$ cat src/rtl/cipher_job_sequencer.sv
// Job front-end for the iterative block cipher core: job FIFO, enable sequencing, in-order results.
// Optional watchdog abort of a stuck core is enabled by defining CIPHER_SEQ_TIMEOUT_EN.
module cipher_job_sequencer #(
    parameter int unsigned DATA_W  = 36,
    parameter int unsigned KEY_W   = 144,
    parameter int unsigned DEPTH   = 4,
    parameter int unsigned TIMEOUT = 127,
    parameter int unsigned GAP     = 2
) (
    input  logic              clk,
    input  logic              rst,
    input  logic              job_valid,
    output logic              job_ready,
    input  logic [DATA_W-1:0] job_data,
    input  logic [KEY_W-1:0]  job_key,
    output logic              res_valid,
    input  logic              res_ready,
    output logic [DATA_W-1:0] res_data,
    output logic              res_timeout,
    output logic [DATA_W-1:0] core_S_I,
    output logic [KEY_W-1:0]  core_keyin,
    output logic              core_encrypt_en,
    input  logic              core_encr_done,
    input  logic [DATA_W-1:0] core_S_j,
    output logic              busy,
    output logic [15:0]       jobs_done
);

    localparam int unsigned AW = $clog2(DEPTH);
    localparam int unsigned GW = (GAP > 1) ? $clog2(GAP) : 1;
`ifdef CIPHER_SEQ_TIMEOUT_EN
    localparam int unsigned RW = $clog2(TIMEOUT);
`else
    localparam int unsigned RW = 1;
`endif

    typedef enum logic [2:0] {
        S_IDLE,
        S_LOAD,
        S_RUN,
        S_DRAIN,
        S_GAP
    } state_t;

    state_t state_q, state_d;

    logic [DATA_W-1:0] fifo_data_q [DEPTH];
    logic [KEY_W-1:0]  fifo_key_q  [DEPTH];
    logic [AW:0]       wr_ptr_q, rd_ptr_q;
    logic              fifo_empty, fifo_full, push, pop;

    logic [DATA_W-1:0] op_data_q, op_data_d;
    logic [KEY_W-1:0]  op_key_q, op_key_d;
    logic [RW-1:0]     run_cnt_q, run_cnt_d;
    logic [DATA_W-1:0] cap_q, cap_d;
    logic [GW-1:0]     gap_cnt_q, gap_cnt_d;
    logic              res_valid_q, res_valid_d;
    logic [DATA_W-1:0] res_data_q, res_data_d;
    logic [15:0]       jobs_done_q, jobs_done_d;
`ifdef CIPHER_SEQ_TIMEOUT_EN
    logic              cap_to_q, cap_to_d;
    logic              res_to_q, res_to_d;
`endif
    logic              en;

    // Flags derive only from registered pointers, so a same-cycle pop cannot raise job_ready.
    assign fifo_empty = (wr_ptr_q == rd_ptr_q);
    assign fifo_full  = (wr_ptr_q[AW] != rd_ptr_q[AW]) &&
                        (wr_ptr_q[AW-1:0] == rd_ptr_q[AW-1:0]);
    assign push       = job_valid && !fifo_full;
    assign pop        = (state_q == S_IDLE) && !fifo_empty;

    always_comb begin
        state_d     = state_q;
        op_data_d   = op_data_q;
        op_key_d    = op_key_q;
        run_cnt_d   = run_cnt_q;
        cap_d       = cap_q;
        gap_cnt_d   = gap_cnt_q;
        res_valid_d = res_valid_q && !res_ready;
        res_data_d  = res_data_q;
        jobs_done_d = (res_valid_q && res_ready) ? jobs_done_q + 16'd1 : jobs_done_q;
`ifdef CIPHER_SEQ_TIMEOUT_EN
        cap_to_d    = cap_to_q;
        res_to_d    = res_to_q;
`endif
        en          = 1'b0;

        case (state_q)
            S_IDLE: begin
                if (!fifo_empty) begin
                    op_data_d = fifo_data_q[rd_ptr_q[AW-1:0]];
                    op_key_d  = fifo_key_q[rd_ptr_q[AW-1:0]];
                    state_d   = S_LOAD;
                end
            end
            S_LOAD: begin
                run_cnt_d = '0;
                state_d   = S_RUN;
            end
            S_RUN: begin
                en = 1'b1;
`ifdef CIPHER_SEQ_TIMEOUT_EN
                run_cnt_d = run_cnt_q + 1'b1;
`else
                // Without the watchdog only "past the first RUN cycle" matters.
                run_cnt_d = 1'b1;
`endif
                if ((run_cnt_q != '0) && core_encr_done) begin
                    cap_d   = core_S_j;
`ifdef CIPHER_SEQ_TIMEOUT_EN
                    cap_to_d = 1'b0;
`endif
                    state_d = S_DRAIN;
                end
`ifdef CIPHER_SEQ_TIMEOUT_EN
                else if (run_cnt_q == RW'(TIMEOUT - 1)) begin
                    cap_d    = '0;
                    cap_to_d = 1'b1;
                    state_d  = S_DRAIN;
                end
`endif
            end
            S_DRAIN: begin
                if (!res_valid_q || res_ready) begin
                    res_valid_d = 1'b1;
                    res_data_d  = cap_q;
`ifdef CIPHER_SEQ_TIMEOUT_EN
                    res_to_d    = cap_to_q;
`endif
                    gap_cnt_d   = '0;
                    state_d     = S_GAP;
                end
            end
            S_GAP: begin
                gap_cnt_d = gap_cnt_q + 1'b1;
                if (gap_cnt_q == GW'(GAP - 1)) begin
                    state_d = S_IDLE;
                end
            end
            default: state_d = S_IDLE;
        endcase
    end

    always_ff @(posedge clk) begin
        if (push) begin
            fifo_data_q[wr_ptr_q[AW-1:0]] <= job_data;
            fifo_key_q[wr_ptr_q[AW-1:0]]  <= job_key;
        end
    end

    always_ff @(posedge clk) begin
        if (rst) begin
            state_q     <= S_IDLE;
            wr_ptr_q    <= '0;
            rd_ptr_q    <= '0;
            op_data_q   <= '0;
            op_key_q    <= '0;
            run_cnt_q   <= '0;
            cap_q       <= '0;
            gap_cnt_q   <= '0;
            res_valid_q <= 1'b0;
            res_data_q  <= '0;
            jobs_done_q <= '0;
`ifdef CIPHER_SEQ_TIMEOUT_EN
            cap_to_q    <= 1'b0;
            res_to_q    <= 1'b0;
`endif
        end else begin
            state_q     <= state_d;
            if (push) wr_ptr_q <= wr_ptr_q + 1'b1;
            if (pop)  rd_ptr_q <= rd_ptr_q + 1'b1;
            op_data_q   <= op_data_d;
            op_key_q    <= op_key_d;
            run_cnt_q   <= run_cnt_d;
            cap_q       <= cap_d;
            gap_cnt_q   <= gap_cnt_d;
            res_valid_q <= res_valid_d;
            res_data_q  <= res_data_d;
            jobs_done_q <= jobs_done_d;
`ifdef CIPHER_SEQ_TIMEOUT_EN
            cap_to_q    <= cap_to_d;
            res_to_q    <= res_to_d;
`endif
        end
    end

    assign job_ready       = !fifo_full;
    assign res_valid       = res_valid_q;
    assign res_data        = res_data_q;
`ifdef CIPHER_SEQ_TIMEOUT_EN
    assign res_timeout     = res_to_q;
`else
    assign res_timeout     = 1'b0;
`endif
    assign core_S_I        = op_data_q;
    assign core_keyin      = op_key_q;
    assign core_encrypt_en = en;
    assign busy            = (state_q != S_IDLE) || !fifo_empty;
    assign jobs_done       = jobs_done_q;

endmodule
$ cat config.mk
export PLATFORM = sky130hd
export DESIGN_NAME = cipher_job_sequencer
export DESIGN_NICKNAME = d
export VERILOG_FILES = /design/src/rtl/cipher_job_sequencer.sv
export SDC_FILE = /design/constraint.sdc
export NUM_CORES = 1
export LEC_CHECK = 0
export CORE_ASPECT_RATIO = 1.5
export CORE_MARGIN = 3
export CORE_UTILIZATION = 25
export CTS_CLUSTER_DIAMETER = 200
export DETAILED_ROUTE_END_ITERATION = 6
export HOLD_SLACK_MARGIN = 0.06
export PLACE_DENSITY = 0.38
export SYNTH_ARGS = -nofsm -noshare
export SYNTH_HDL_FRONTEND = slang
export SYNTH_SLANG_ARGS = --single-unit
$ cat constraint.sdc
create_clock -name clk -period 8.3 [get_ports clk]
set_input_delay 1.245 -clock clk [delete_from_list [all_inputs] [get_ports clk]]
set_output_delay 1.245 -clock clk [all_outputs]
set_load 0.01 [all_outputs]
==> impl_metrics.py <==
metrics = {
    "layout": {
        "proportion_of_layout_cells_with_a_drive_suffix_above_1_pct": 13.6,
        "fin_util_pct": 32.4,
        "multi_input_area_um2": 8070,
        "n_fill_cell": 14000,
        "flow.area_growth_from_synthesis_pct": 28.1,
        "final_net_count": 2880,
        "layout_commonest_cell": "sky130_fd_sc_hd__edfxtp_1",
        "layout_common_cells": "720 x sky130_fd_sc_hd__edfxtp_1, 514 x sky130_fd_sc_hd__nand2_1, 455 x sky130_fd_sc_hd__clkdlybuf4s50_1",
        "ff_latch_area_um2": 27200,
    },
    "critical_path": {
        "critical_path_buf_inv_count": 1,
        "setup.reg_to_reg.worst_slack_ns": 4.52,
        "crit_path_end_kind": "output pin",
        "path_cells": "xor2_1, nor3_1, nand2_1, clkdlybuf4s50_1",
        "reg2regPathDepth": 4,
        "depth_of_the_critical_timing_path_with_buffers_and_inverters_included": 4,
        "worst_setup_path_start_kind": "flip-flop",
        "cp_data_arrival_time_ns": 2.69,
        "crit_type": "flip-flop to output pin",
        "critical-path-max-stage-delay_ns": 0.73,
        "path_max_fanout": 35,
        "critPathCapture": "busy",
        "path_delay_family": "flip-flops",
        "regToRegEndpoint": "fifo_key_q[0][62]$_DFFE_PP_",
        "cpMaxStageDelayCell": "sky130_fd_sc_hd__dfxtp_4",
        "cp_data_required_time_ns": 7.05,
        "crit-reg2reg-launch": "rd_ptr_q[1]$_SDFFE_PP0P_",
        "timing.critical_path.from": "rd_ptr_q[1]$_SDFFE_PP0P_",
    },
    "global_route": {
        "gr-usage-met2_pct": 22.2,
        "grt_pass1_wl_um": 149000,
        "global_route.usage.met1_pct": 16.5,
        "grtUsageTotal_pct": 13.7,
        "globalRouteOverflowTotal": 0,
        "grt_start_max_net_pins": 162,
        "busiest_layer_in_global_routing": "met2",
        "antenna_found_initial": 33,
        "met3_demand_to_capacity_share_in_global_routing_pct": 6.00,
        "first_global_vias": 21700,
    },
    "clock_network": {
        "post_cts_repair_timing_setup_buffer_count": 0,
        "cts-htree-levels": 3,
        "clk_latency_ns": 0.70,
        "cts-root-to-sink-buffers": 3,
        "tritoncts": "done",
        "numClockSinks": 1000,
        "clock_root_buffer": "sky130_fd_sc_hd__clkbuf_16",
        "ctsResizeCount": 0,
        "cts_hold_buffers": 0,
        "worst_setup_hold_path_clk_slew_ns": 0.06,
        "cts-buffers-inserted": 105,
    },
    "synth": {
        "yosys_register_bits": 1000,
        "synth_edf_count": 720,
        "share_of_synthesized_area_occupied_by_flip_flops_and_latches_pct": 75.8,
        "yosys_most_used_dff": "sky130_fd_sc_hd__edfxtp_1",
        "synth_cell_type_count": 41,
        "syn-cell-area_um2": 35900,
        "synth_cells": 2196,
        "synth_nets": 2423,
        "synth_async_sr_flop_share_pct": 0,
        "post_synth.cell_area_avg_um2": 16.4,
        "yosys_warnings": 0,
    },
    "floorplan": {
        "std_cell_rows": 169,
        "die-area_um2": 148000,
        "height_of_the_die_um": 470,
        "core_region_area_um2": 142000,
        "initial_core_utilization_pct": 25.3,
        "chipWidth_um": 315,
        "ports_placed_on_the_boundary": 458,
    },
    "place": {
        "gpl_wtd_cong": 0.713,
        "place_worst_setup_slack_ns": 3.91,
        "placement.io_buffers": 456,
        "place.detailed.hpwl_um": 59200,
    },
    "timing": {
        "max_freq_ghz": 0.254,
        "setup_viol": 0,
        "tns_ns": 0,
        "tightestPinTransition_ns": 1.23,
        "rsz_0062_raised_after_global_routing": "false",
        "final-hold-violation-count": 0,
        "max_slew_margin_pct": 17.9,
        "timing.clock.skew_ns": 0.0197,
        "post-route-worst-setup-slack_ns": 4.36,
        "timing.final.crit_period_ns": 3.94,
        "slew_viol_final": 0,
        "final.period_utilization_pct": 47.4,
    },
    "power": {
        "leakagePower_nw": 14.5,
        "p_sw_share_pct": 29.6,
        "share_comb_of_total_power_pct": 24.5,
        "clk_pwr_share_pct": 32.5,
        "power_switching_mw": 4.32,
        "power.share.sequential_pct": 43.0,
        "power-per-cell-area_nw_per_um2": 318,
        "intPower_mw": 10.3,
        "vdd_drop_max_uv": 419,
    },
    "worst_hold_path": {
        "worst_hold_path_type": "flip-flop to flip-flop",
        "hp-start": "cap_q[2]$_SDFFE_PP0P_",
    },
    "detailed_routing": {
        "route.antenna.remaining_nets": 0,
        "avgRoutedWirePerCell_um": 22.2,
        "detail_route.iter0.violations": 1123,
        "finalWirelength_um": 103000,
        "remaining_drc_errors": 0,
        "total_number_of_vias": 20200,
        "drt_first_pass_iters": 5,
        "avgViaCountPerCell": 4.36,
    },
    "flow_run": {
        "cap_violations": 0,
    },
    "run_status": {
        "run_status": "complete, no violations",
    },
}
cell families (layout without fill, tap and decap cells):
| logic type | Yosys count | after routing | share of synthesized area [%] |
|---|---|---|---|
| flip-flops | 1000 | 1000 | 75.8 |
| multiplexers | 183 | 183 | 11.4 |
| buffers and inverters | 132 | 681 | 1.80 |
| XOR/XNOR | 17 | 17 | 0.415 |
| AND/OR/NAND/NOR | 582 | 582 | 6.46 |
| adder cells (fa/ha/maj) | 6 | 6 | 0.209 |
| AO/OA/AOI/OAI | 275 | 275 | 3.93 |
| other | 1 | 17 | 0.0104 |
stage by stage:
step	hold slack [ns]	instance area (µm²)	cells	power [mW]
finish	0.451	46000	4642	14.6
global route	0.465	46000	4628	15.5
CTS	0.450	46000	4626	15.0
detailed placement	0.443	42500	4427	10.1
global placement	0.435	42500	4427	10.1
floorplan	0.432	35900	2196	8.33
cells in the mapped netlist (6+ instances only):
library cell               count  share of area [%]
sky130_fd_sc_hd__nor2_1       20               0.21
sky130_fd_sc_hd__nand2_1     514                5.4
sky130_fd_sc_hd__xor2_1        9               0.22
sky130_fd_sc_hd__mux4_2      180                 11
sky130_fd_sc_hd__buf_2        62               0.86
sky130_fd_sc_hd__dfxtp_1     280                 16
sky130_fd_sc_hd__edfxtp_1    720                 60
sky130_fd_sc_hd__buf_4        19               0.40
sky130_fd_sc_hd__a21oi_1     263                3.7
sky130_fd_sc_hd__clkbuf_1     43               0.45
sky130_fd_sc_hd__xnor2_1       8               0.20
sky130_fd_sc_hd__nand3_1      10               0.14
sky130_fd_sc_hd__and2_1        6               0.10
sky130_fd_sc_hd__ha_1          6               0.21
per-layer routing:
metal	up-vias	share of wire (%)
met5	-	0.20
met1	10400	42
met2	530	46
met3	144	9.9
li1	9159	-
met4	30	1.9
worst min-delay path: stages, from the launching register on:
cell	delay, ns
sky130_fd_sc_hd__dfxtp_1	0.31
sky130_fd_sc_hd__nand2_1	0.05
sky130_fd_sc_hd__a21oi_1	0.05
cell type report:
type,count,share of cell area (%)
repair buffers,478,10.5
flip-flops and latches,1000,59.2
diodes,16,0.0870
clock inverters,46,1.04
multi-input cells,1064,17.5
well taps,1881,5.12
clock buffers,153,6.50
inverters,4,0.0326
how the worst min path moves through the flow:
stage,to,slack [ns],cells after the start
global placement,res_data[20]$_SDFFE_PP0P_,0.44,2
CTS,res_data[3]$_SDFFE_PP0P_,0.45,2
global route,res_data[2]$_SDFFE_PP0P_,0.47,2
floorplan,res_data[0]$_SDFFE_PP0P_,0.43,2
finish,res_data[2]$_SDFFE_PP0P_,0.45,2
detailed placement,res_data[27]$_SDFFE_PP0P_,0.44,2
power by group through the flow:
| stage | Clock, mW | Combinational [mW] | Sequential [mW] |
|---|---|---|---|
| 4_1_cts | 4.96 | 3.73 | 6.31 |
| 3_3_place_gp | 0 | 3.73 | 6.39 |
| 2_1_floorplan | 0 | 1.86 | 6.47 |
| 6_report | 4.75 | 3.58 | 6.28 |
| 3_5_place_dp | 0 | 3.71 | 6.41 |
| 5_1_grt | 5.14 | 3.96 | 6.36 |
registers in the layout, indices dropped and copies added (netlist names):
| signal | flops |
|---|---|
| fifo_data_q | 144 |
| rd_ptr_q | 3 |
| fifo_key_q | 576 |
| res_valid | 1 |
| state_q | 3 |
| cap_q | 36 |
| jobs_done | 16 |
| gap_cnt_q | 1 |
| res_data | 36 |
| run_cnt_q | 1 |
| core_keyin | 144 |
| wr_ptr_q | 3 |
| core_S_I | 36 |
(Power assumes the default switching activity.)
